--- src/rtl/instr_sequencer.sv ---
// instr_sequencer: multicycle IF/ID/EX/MEM/WB control FSM for the 16-bit
// AVR-subset core. It drives the fetch and data-memory handshakes and the
// register-file/PC strobes, and flags illegal opcodes and bus timeouts.
// Optional feature macro: SEQ_PERF_COUNTERS_EN enables the retired-instruction
// and cycle counters. When it is undefined, both counters read 0 and no
// counter flops are built.
// The opcode encodings normally come from defines.vh. The guarded fallbacks
// below keep this file self-contained.

`ifndef TYPE_UNKNOWN
`define TYPE_UNKNOWN     8'h00
`define TYPE_NOP         8'h01
`define TYPE_ADD         8'h02
`define TYPE_ADC         8'h03
`define TYPE_SUB         8'h04
`define TYPE_AND         8'h05
`define TYPE_OR          8'h06
`define TYPE_EOR         8'h07
`define TYPE_MOV         8'h08
`define TYPE_LDI         8'h09
`define TYPE_LDS         8'h0A
`define TYPE_LDD         8'h0B
`define TYPE_STS         8'h0C
`endif
`ifndef GROUP_DEFAULT
`define GROUP_DEFAULT    8'h00
`define GROUP_ARITHMETIC 8'h01
`define GROUP_REGISTER   8'h02
`define GROUP_MEMORY     8'h03
`endif

module instr_sequencer #(
    parameter int MEM_TIMEOUT   = 15,
    parameter int TIMEOUT_WIDTH = 4,
    parameter int CNT_WIDTH     = 16
) (
    input  logic                 clk,
    input  logic                 reset,
    input  logic                 stall,
    input  logic                 imem_ack,
    input  logic [7:0]           opcode_type,
    input  logic [7:0]           opcode_group,
    input  logic                 dmem_ack,
    output logic                 imem_req,
    output logic                 ir_we,
    output logic                 alu_en,
    output logic                 dmem_req,
    output logic                 dmem_we,
    output logic                 rf_we,
    output logic                 pc_we,
    output logic                 trap,
    output logic [2:0]           state,
    output logic [CNT_WIDTH-1:0] retired_cnt,
    output logic [CNT_WIDTH-1:0] cycle_cnt
);

    typedef enum logic [2:0] {
        S_IDLE = 3'd0,
        S_IF   = 3'd1,
        S_ID   = 3'd2,
        S_EX   = 3'd3,
        S_MEM  = 3'd4,
        S_WB   = 3'd5,
        S_TRAP = 3'd7
    } state_t;

    state_t                   state_q;
    logic [TIMEOUT_WIDTH-1:0] wait_q;

    logic is_alu_grp;
    logic is_mem_grp;
    logic is_store;
    logic is_load;
    logic mem_expired;

    assign is_alu_grp  = (opcode_group == `GROUP_ARITHMETIC) || (opcode_group == `GROUP_REGISTER);
    assign is_mem_grp  = (opcode_group == `GROUP_MEMORY);
    assign is_store    = (opcode_type == `TYPE_STS);
    assign is_load     = (opcode_type == `TYPE_LDS) || (opcode_type == `TYPE_LDD);
    assign mem_expired = (wait_q == TIMEOUT_WIDTH'(MEM_TIMEOUT));

    // State register and MEM wait counter; stall only holds ID/EX/WB
    always_ff @(posedge clk) begin
        if (!reset) begin
            state_q <= S_IDLE;
            wait_q  <= '0;
        end else begin
            case (state_q)
                S_IDLE: state_q <= S_IF;
                S_IF: begin
                    if (imem_ack) state_q <= S_ID;
                end
                S_ID: begin
                    if (!stall) begin
                        if (opcode_type == `TYPE_NOP)          state_q <= S_IF;
                        else if (opcode_type == `TYPE_UNKNOWN) state_q <= S_TRAP;
                        else if (is_alu_grp || is_mem_grp)     state_q <= S_EX;
                        else                                   state_q <= S_TRAP;
                    end
                end
                S_EX: begin
                    if (!stall) begin
                        if (is_mem_grp) begin
                            state_q <= S_MEM;
                            wait_q  <= '0;
                        end else if (is_alu_grp) begin
                            state_q <= S_WB;
                        end else begin
                            state_q <= S_TRAP;
                        end
                    end
                end
                S_MEM: begin
                    if (dmem_ack) begin
                        if (is_store)     state_q <= S_IF;
                        else if (is_load) state_q <= S_WB;
                        else              state_q <= S_TRAP;
                    end else if (mem_expired) begin
                        state_q <= S_TRAP;
                    end else begin
                        wait_q <= wait_q + TIMEOUT_WIDTH'(1);
                    end
                end
                S_WB: begin
                    if (!stall) state_q <= S_IF;
                end
                S_TRAP: state_q <= S_TRAP;
                default: state_q <= S_IDLE;
            endcase
        end
    end

    // Moore output decode; reset forces every output low in the same cycle
    always_comb begin
        imem_req = 1'b0;
        ir_we    = 1'b0;
        alu_en   = 1'b0;
        dmem_req = 1'b0;
        dmem_we  = 1'b0;
        rf_we    = 1'b0;
        pc_we    = 1'b0;
        trap     = 1'b0;
        state    = 3'd0;
        if (reset) begin
            state = state_q;
            case (state_q)
                S_IF: begin
                    imem_req = 1'b1;
                    ir_we    = imem_ack;
                end
                S_ID:  pc_we  = !stall && (opcode_type == `TYPE_NOP);
                S_EX:  alu_en = !stall;
                S_MEM: begin
                    dmem_req = 1'b1;
                    dmem_we  = is_store;
                    pc_we    = dmem_ack && is_store;
                end
                S_WB: begin
                    rf_we = !stall;
                    pc_we = !stall;
                end
                S_TRAP: trap = 1'b1;
                default: ;
            endcase
        end
    end

`ifdef SEQ_PERF_COUNTERS_EN
    logic [CNT_WIDTH-1:0] cycle_q;
    logic [CNT_WIDTH-1:0] retired_q;

    // Performance counters: free-running cycles and retirements, frozen in TRAP
    always_ff @(posedge clk) begin
        if (!reset) begin
            cycle_q   <= '0;
            retired_q <= '0;
        end else if (state_q != S_TRAP) begin
            cycle_q <= cycle_q + CNT_WIDTH'(1);
            if (pc_we) retired_q <= retired_q + CNT_WIDTH'(1);
        end
    end

    assign cycle_cnt   = reset ? cycle_q   : '0;
    assign retired_cnt = reset ? retired_q : '0;
`else
    assign cycle_cnt   = '0;
    assign retired_cnt = '0;
`endif

endmodule

--- config.mk ---
export PLATFORM = sky130hd
export DESIGN_NAME = instr_sequencer
export DESIGN_NICKNAME = d
export VERILOG_FILES = /design/src/rtl/instr_sequencer.sv
export SDC_FILE = /design/constraint.sdc
export NUM_CORES = 1
export LEC_CHECK = 0
export ABC_AREA = 1
export CAP_MARGIN = 20
export CORE_ASPECT_RATIO = 1.1
export CORE_MARGIN = 1
export CORE_UTILIZATION = 42
export DETAILED_ROUTE_END_ITERATION = 7
export HOLD_SLACK_MARGIN = 0.03
export PLACE_DENSITY_LB_ADDON = 0.08
export SLEW_MARGIN = 10
export SYNTH_ARGS = -nofsm -noshare
export SYNTH_HDL_FRONTEND = slang
export SYNTH_SLANG_ARGS = --single-unit
--- constraint.sdc ---
create_clock -name clk -period 2.1 [get_ports clk]
set_input_delay 0.42 -clock clk [delete_from_list [all_inputs] [get_ports clk]]
set_output_delay 0.42 -clock clk [all_outputs]
set_load 0.02 [all_outputs]
* Word level (Yosys, flattened, before mapping)
Index checks and enable logic that the tools add are counted.
** Word-level totals
- Flip-flop bits (word level) :: 7
- Word-level logic and storage cells :: 72
** Operators by class
- Add/sub/neg operators :: 1
- Equality and inequality tests :: 22
- Muxes and demuxes :: 36
- Reductions and logical operators :: 11
** Operator list (count)
- 3-bit 2-to-1 mux :: 11
- 8-bit by 4-bit == test with 1-bit output, second input constant :: 3
- 3-bit case mux with 7 select lines :: 1
- 8-bit by 1-bit == test with 1-bit output, second input constant :: 2
- 8-bit by 2-bit == test with 1-bit output, second input constant :: 2
- 4-bit 2-to-1 mux :: 4
- 1-bit 2-to-1 mux :: 15
- 2-bit inequality test, second input constant :: 7
- 5-bit AND reduction :: 2
- 3-bit == test, second input constant :: 3
- 8-bit logical NOT :: 1
- 4-bit case mux with 2 select lines :: 1
- 3-bit by 2-bit == test with 1-bit output, second input constant :: 2
- 2-bit 2-to-1 mux :: 3
- 4-bit by 1-bit adder with 4-bit output, second input constant :: 1
- 4-bit == test, second input constant :: 1
- 3-bit by 1-bit == test with 1-bit output, second input constant :: 1
- 3-bit logical NOT :: 1
- 1-bit logical OR :: 3
- 3-bit inequality test, second input constant :: 1
- 1-bit case mux with 3 select lines :: 1
- 1-bit logical AND :: 2
- 2-bit nonzero test :: 1
- 1-bit logical NOT :: 1

* Logic depth before layout (Yosys ltp)
Gate-level depths: netlist (run 1).
- Word-level depth :: 8
- Gate-level depth with buffers :: 10

* Worst setup path before layout (run 1)
No wires, ideal clock.
- Kind :: register to output
- Start :: register state_q[0]
- End :: output port ir_we
- Data arrival time :: 1.191 ns
- Required time :: 1.680 ns
- Setup slack :: 0.489 ns
- Stages on the path, launching flop included :: 6
- Buffers on the path :: 1
- Cells stage by stage :: dfxtp_1 buf_6 inv_6 nor2_2 nand2_2 nor3b_1
** Between the ends
- Word-level cells in the longest chain between the ends :: 3
** RTL lines
- from (decl) :: RTL line 67 : state_t state_q;
- from (signal assigned) :: RTL line 85 : state_q <= S_IDLE;
- from (signal assigned) :: RTL line 89 : S_IDLE: state_q <= S_IF;
- from (signal assigned) :: RTL line 91 : if (imem_ack) state_q <= S_ID;
- 3-bit by 1-bit == test with 1-bit output :: RTL line 146 : case (state_q)
- 1-bit 2-to-1 mux :: RTL line 146
- 1-bit 2-to-1 mux :: RTL line 144 : if (reset) begin
- to (decl) :: RTL line 45 : output logic ir_we,
Every way passes these cells.

* Worst setup path after layout (run 1)
- Start :: input port opcode_type[2]
- End :: output port pc_we
** Between the ends
- Word-level cells in the longest chain between the ends :: 4
- Elaborated cells on any way between the ends :: 6
- Those cells by class :: eq/ne (2); mux (2); reduce/logical (2)
** RTL lines
- from (decl) :: RTL line 41 : input logic [7:0] opcode_type,
- 8-bit by 4-bit == test with 1-bit output (no source line) / 8-bit by 1-bit == test with 1-bit output (equally long branches)
- 1-bit logical AND, on equally long branches :: RTL line 156, 151
- 1-bit case mux with 3 select lines (*) :: RTL line 146
- 1-bit 2-to-1 mux (*) :: RTL line 144
- to (decl) :: RTL line 50 : output logic pc_we,
Every way passes the cells marked *; elsewhere a longest branch is shown, timed or not.

==> summary.md, run 1 <==
| Metric | Value |
|---|---|
| RSZ-0062 raised after global routing | yes |
| Area Overhead vs Synth | 28.1% |
| Gpl congestion | 0.914 |
| CTS tree | done |
| IO Port Bufs | 31 |
| Syn_area_per_cell | 6.06 µm² |
| H-tree depth | 1 |
| First-pass GRT wire length | 4.36 mm |
| Syn Std Cell Area | 0.00113 mm² |
| YS warnings | 0 |
| Grt total ovfl | 0 |
| Iter 0 DRT Violations | 26 |
| Tot Pwr | 1.03 mW |
| Worst-path maximum fanout | 3 |
| Vias in the first global route | 1079 |
| Total track usage | 19.3% |
| WP data arrival | 1600 ps |
| Setup crit end kind | primary output |
| Clk_lat worst skew | 250 ps |
| # nets final | 257 |
| Residual DRC | 0 |
| ANT cells | 0 |
| # rows | 19 |
| Pin count of the biggest net entering global routing | 9 |
| Detailed-placement wirelength estimate | 2.26 mm |
| Die ar. | 0.00291 mm² |
| Vias | 1152 |
| Clock Pin Slew Worst Setup and Hold Paths | 50 ps |
| Worst R2R Start | wait_q[0] |
| Crit path from | opcode_type[2] |
| Seq/Total Area, Yosys | 12.4% |
| CP Class | input port to primary output |
| # clock sinks | 7 |
| Fin. max-slew vios | 0 |
| CP required | 1680 ps |
| Area contributors post-synth | buf_4, nand2_1, dfxtp_1 |
| Die height | 56.5 µm |
| DIE WIDTH | 51.5 µm |
| Yosys reg bits | 7 |
| Final worst-path cycle share | 96.3% |
| Yosys top cell area share | 21.9% |
| Setup violations, final | 0 |
| Clock skew | 0.915 ps |
| Share of cells above drive strength 1 | 20.1% |
| Maximum clock path buffer count | 2 |
| Crit path launch type | input port |
| Placeable core region | 0.00252 mm² |
| CTS Buf Count | 3 |
| ANT nets after route | 0 |
| IO Pins | 64 |
| Fin util | 57.5% |
| Worst VDD drop | 0.456 mV |
| Status | finished, final reports clean |
| Synthesized instance count | 187 |
| Cell taking the most area after synthesis | buf_4 |
| Max_cap viols | 0 |
| Root Buffer | clkbuf_4 |
| Pwr Density | 713 mW/mm² |
| Wire per inst | 9.73 µm |
| Hold WC Path Type | register to register |
| Post-synthesis cell type count | 26 |
| Drt total wl | 2.58 mm |
| Leakage | 0.829 nW |
| Final Hold Fails | 0 |
| Initial core utilization | 44.9% |
| CTS Hold Bufs | 0 |
| HP Start | wait_q[3] |
| Post-DR vias/cell | 4.35 |
| Tmin final | 2020 ps |
| Fmax achieved | 495 MHz |
| Initial antenna violation count | 0 |
| Drt first pass iters | 4 |
[critical path, stage by stage]
cell and delay, ps:
clkdlybuf4s50_1 520, nand2_1 60, inv_1 50, nand2_1 60, nor2_2 100, nand3_1 70
nand3_1 80, nand2_1 50, inv_1 40, buf_2 150
[registers in the layout, indices dropped and copies added, names as in the netlist]
register / flops
state_q: 3
wait_q: 4
[routing by layer]
layer / track usage (%) / part of all wire, % / up-vias
met5: 0 / 0 / -
met4: 6.18 / 0 / 0
met3: 1.63 / 2.9 / 0
met2: 35.8 / 55 / 30
met1: 22.5 / 42 / 515
li1: - / - / 607
[timing repair]
item / CTS / global route
endpoints found under the setup margin: 11 / 4
setup buffers: 0 / 0
gates resized for setup: 14 / 11
[metrics by stage]
step	cell area [µm²]	setup slack, ps	hold WS (ps)	std cells	TNS (ps)
floorplan	1250	489	467	218	0
global placement	1440	-392	479	261	-2010
detailed placement	1440	-402	485	261	-2090
CTS	1450	37.1	492	265	0
global route	1450	-64.3	544	265	-64.3
finish	1450	78.4	493	265	0
[cells by family after synthesis]
group	count (synthesis)	share of synthesized area [%]
flip-flops	7	12.4
adder cells (fa/ha/maj)	1	1.10
other	1	0.331
AO/OA/AOI/OAI	7	3.09
buffers and inverters	61	34.5
XOR/XNOR	1	0.774
AND/OR/NAND/NOR	109	47.8
[power breakdown]
group	internal [mW]	total, mW	switching [mW]
clock	0.0725	0.122	0.0495
combinational	0.263	0.698	0.434
sequential	0.166	0.214	0.0477
total	0.502	1.03	0.531
[area by class of cell]
class / count / area, µm²
repair buffers: 48 / 412
well taps: 31 / 38.8
clock buffers: 4 / 26.3
multi-input cells: 150 / 723
inverters: 25 / 109
fillers: 267 / 1070
flip-flops and latches: 7 / 141
[cell usage after synthesis]
master	instances
nand2_1	44
buf_4	33
nor2_1	23
inv_1	21
nand3_1	17
dfxtp_1	7
nor2_2	6
nand4_1	4
o21ai_0	4
a21oi_1	3
buf_6	3
inv_6	3
nand2_2	3
nand3_2	3
nand3b_1	2
conb_1	1
ha_1	1
inv_2	1
nand2_4	1
nand3_4	1
nor2_4	1
nor2_8	1
nor3_1	1
nor3b_1	1
or2_0	1
xnor2_1	1
[cell usage in the layout (no fill, tap or decap), types with 4 or more instances in the layout]
cell type | Yosys | final
nand2_1 | 44 | 44
buf_4 | 33 | 17
nand4_1 | 4 | 4
conb_1 | 1 | 32
nor2_1 | 23 | 21
dfxtp_1 | 7 | 6
clkdlybuf4s50_1 | 0 | 19
inv_1 | 21 | 21
o21ai_0 | 4 | 4
dlygate4sd2_1 | 0 | 7
nor2_2 | 6 | 8
nand3_1 | 17 | 17
[worst paths after layout]
kind / endpoint / slack [ps] / depth (start not counted)
worst min register to register: wait_q[3] / 490 / 2
worst max register to register: wait_q[0] / 680 / 8
worst min-delay path: wait_q[3] / 490 / 2
worst max-delay path: pc_we / 80 / 10
(Power assumes the default switching activity.)
==> inputs of run 2 (changes only) <==
- RECOVER_POWER: default -> 25
==> summary.md, run 2 (same netlist as run 1, synthesis figures left out) <==
| Metric | Value |
|---|---|
| Status | finished, final reports clean |
| Vias in the first global route | 1079 (unchanged) |
| Max_cap viols | 0 (unchanged) |
| H-tree depth | 1 (unchanged) |
| Clk_lat worst skew | 250 ps (about the same) |
| ANT nets after route | 0 (unchanged) |
| Tot Pwr | 1.03 mW (-0.72%) |
| Fin. max-slew vios | 0 (unchanged) |
| Largest reg by FF count | wait_q |
| Worst-path maximum fanout | 3 (unchanged) |
| CP dominant cell by count | nand2_1 |
| Final worst-path cycle share | 96.3% (about the same) |
| Root Buffer | clkbuf_4 |
| Total track usage | 19.3% (unchanged) |
| IO Port Bufs | 31 (unchanged) |
| CTS Buf Count | 3 (unchanged) |
| Share of cells above drive strength 1 | 19.7% (-0.43 points) |
| Leakage | 0.829 nW (about the same) |
| Largest register FFs | 4 (unchanged) |
| Maximum clock path buffer count | 2 (unchanged) |
| Setup violations, final | 0 (unchanged) |
| WP data arrival | 1600 ps (about the same) |
| Detailed-placement wirelength estimate | 2.26 mm (unchanged) |
| Drt total wl | 2.56 mm (-0.58%) |
| ANT cells | 0 (unchanged) |
| Area Overhead vs Synth | 27.6% |
| Initial core utilization | 44.9% (unchanged) |
| Crit path launch type | input port |
| CP bufs+invs | 4 (unchanged) |
| Vias | 1161 (+0.78%) |
| CP required | 1680 ps (about the same) |
| Reg2reg setup slack | 670 ps (about the same) |
| Slowest stage delay, CP | 520 ps (about the same) |
| Largest registers | wait_q: 4 flops, state_q: 3 flops |
| Residual DRC | 0 (unchanged) |
| Tmin final | 2020 ps (-0.0658 ps) |
| Cell chain of the critical path | clkdlybuf4s50_1 > nand2_1 > inv_1 > nand2_1 > nor2_2 > nand3_1 > nand3_1 > nand2_1 > inv_1 > buf_2 |
| Placeable core region | 0.00252 mm² (unchanged) |
| RSZ-0062 raised after global routing | yes |
| Most common cell after layout, fill and taps aside | nand2_1 |
| CP top delay family | buffers and inverters |
| IO Pins | 64 (unchanged) |
| Setup crit end kind | primary output |
| Worst VDD drop | 0.456 mV (-0.12%) |
| First-pass GRT wire length | 4.36 mm (unchanged) |
| Initial antenna violation count | 0 (unchanged) |
| # rows | 19 (unchanged) |
| Gpl congestion | 0.914 (unchanged) |
| CTS tree | done |
| Post-DR vias/cell | 4.38 (+0.78%) |
| Die height | 56.5 µm (unchanged) |
| CP Class | input port to primary output |
| Hold WC Path Type | register to register |
| Wire per inst | 9.68 µm (-0.58%) |
| # clock sinks | 7 (unchanged) |
| Drt first pass iters | 4 (unchanged) |
| CP max-delay cell | clkdlybuf4s50_1 |
| Clock skew | 0.841 ps (-0.0750 ps) |
| Pin count of the biggest net entering global routing | 9 (unchanged) |
| Clock Pin Slew Worst Setup and Hold Paths | 50 ps (about the same) |
| Die ar. | 0.00291 mm² (unchanged) |
| Most frequent cells in the layout | nand2_1, conb_1, inv_1, nor2_1 |
| Grt total ovfl | 0 (unchanged) |
| Pwr Density | 710 mW/mm² (-0.38%) |
| Fmax achieved | 495 MHz (about the same) |
| Fill cells | 268 (+0.37%) |
| Final Hold Fails | 0 (unchanged) |
| DIE WIDTH | 51.5 µm (unchanged) |
| # nets final | 257 (unchanged) |
| Fin util | 57.3% (-0.20 points) |
| Iter 0 DRT Violations | 25 (-3.8%) |
[run 2: cell count changes in the layout (fill, tap and decap cells not counted), sizes merged]
cell and change:
dlygate4sd3 +1, clkdlybuf4s50 -1
[run 2: power by group]
part	switching (mW)	leakage [nW]	internal (mW)	total (mW)
registers	0.0461	0.0573	0.167	0.213
clock network	0.0495	0.0150	0.0725	0.122
logic	0.431	0.756	0.261	0.692
total	0.526	0.829	0.500	1.03
[run 2: worst register-to-register path: stages (launching register included)]
cell	delay [ps]
dfxtp_1	400
ha_1	220
nand3_1	160
nand3_1	110
nand2_1	70
nand3_1	160
nand2_1	80
a21oi_1	150
[run 2: what timing repair did]
item / in CTS / in global routing
setup buffers: 0 / 0
setup endpoints to repair: 11 / 4
hold buffers: 0 / 0
hold endpoints to repair: 0 / 0
gates resized for setup: 14 / 11
[run 2: path summary, 6_finish.rpt]
kind                                      from   endpoint  depth (start not counted)
worst max register to register       wait_q[0]  wait_q[0]                          7
worst max-delay path            opcode_type[2]      pc_we                         10
worst min register to register       wait_q[3]  wait_q[3]                          2
worst min-delay path                 wait_q[3]  wait_q[3]                          2
[run 2: stage by stage]
step           setup TNS, ps  worst slack [ps]  cells  cell area, µm²  hold slack, ps
6_report                   0              78.5    265            1450             502
5_1_grt                -64.3             -64.3    265            1450             544
4_1_cts                    0              37.1    265            1450             492
3_5_place_dp           -2090              -402    261            1440             485
3_3_place_gp           -2010              -392    261            1440             479
2_1_floorplan              0               489    218            1250             467
[run 2: cell type report]
class | count | area [µm²] | share of cell area (%)
Inverter | 25 | 109 | 7.53
Multi-Input combinational cell | 150 | 718 | 49.7
Clock buffer | 4 | 26.3 | 1.82
Timing Repair Buffer | 48 | 412 | 28.5
Tap cell | 31 | 38.8 | 2.68
Sequential cell | 7 | 141 | 9.78
[run 2: metal layers]
metal / wire, µm / track usage (%)
met2: 1420 / 35.8
met4: 0 / 6.18
met5: 0 / 0
met3: 90 / 1.63
met1: 1060 / 22.5
==> inputs of run 3 (changes only) <==
- CTS_CLUSTER_DIAMETER: default -> 60
==> results of run 3 <==
Same layout as run 2: the final DEF is identical, and so are final timing and power.
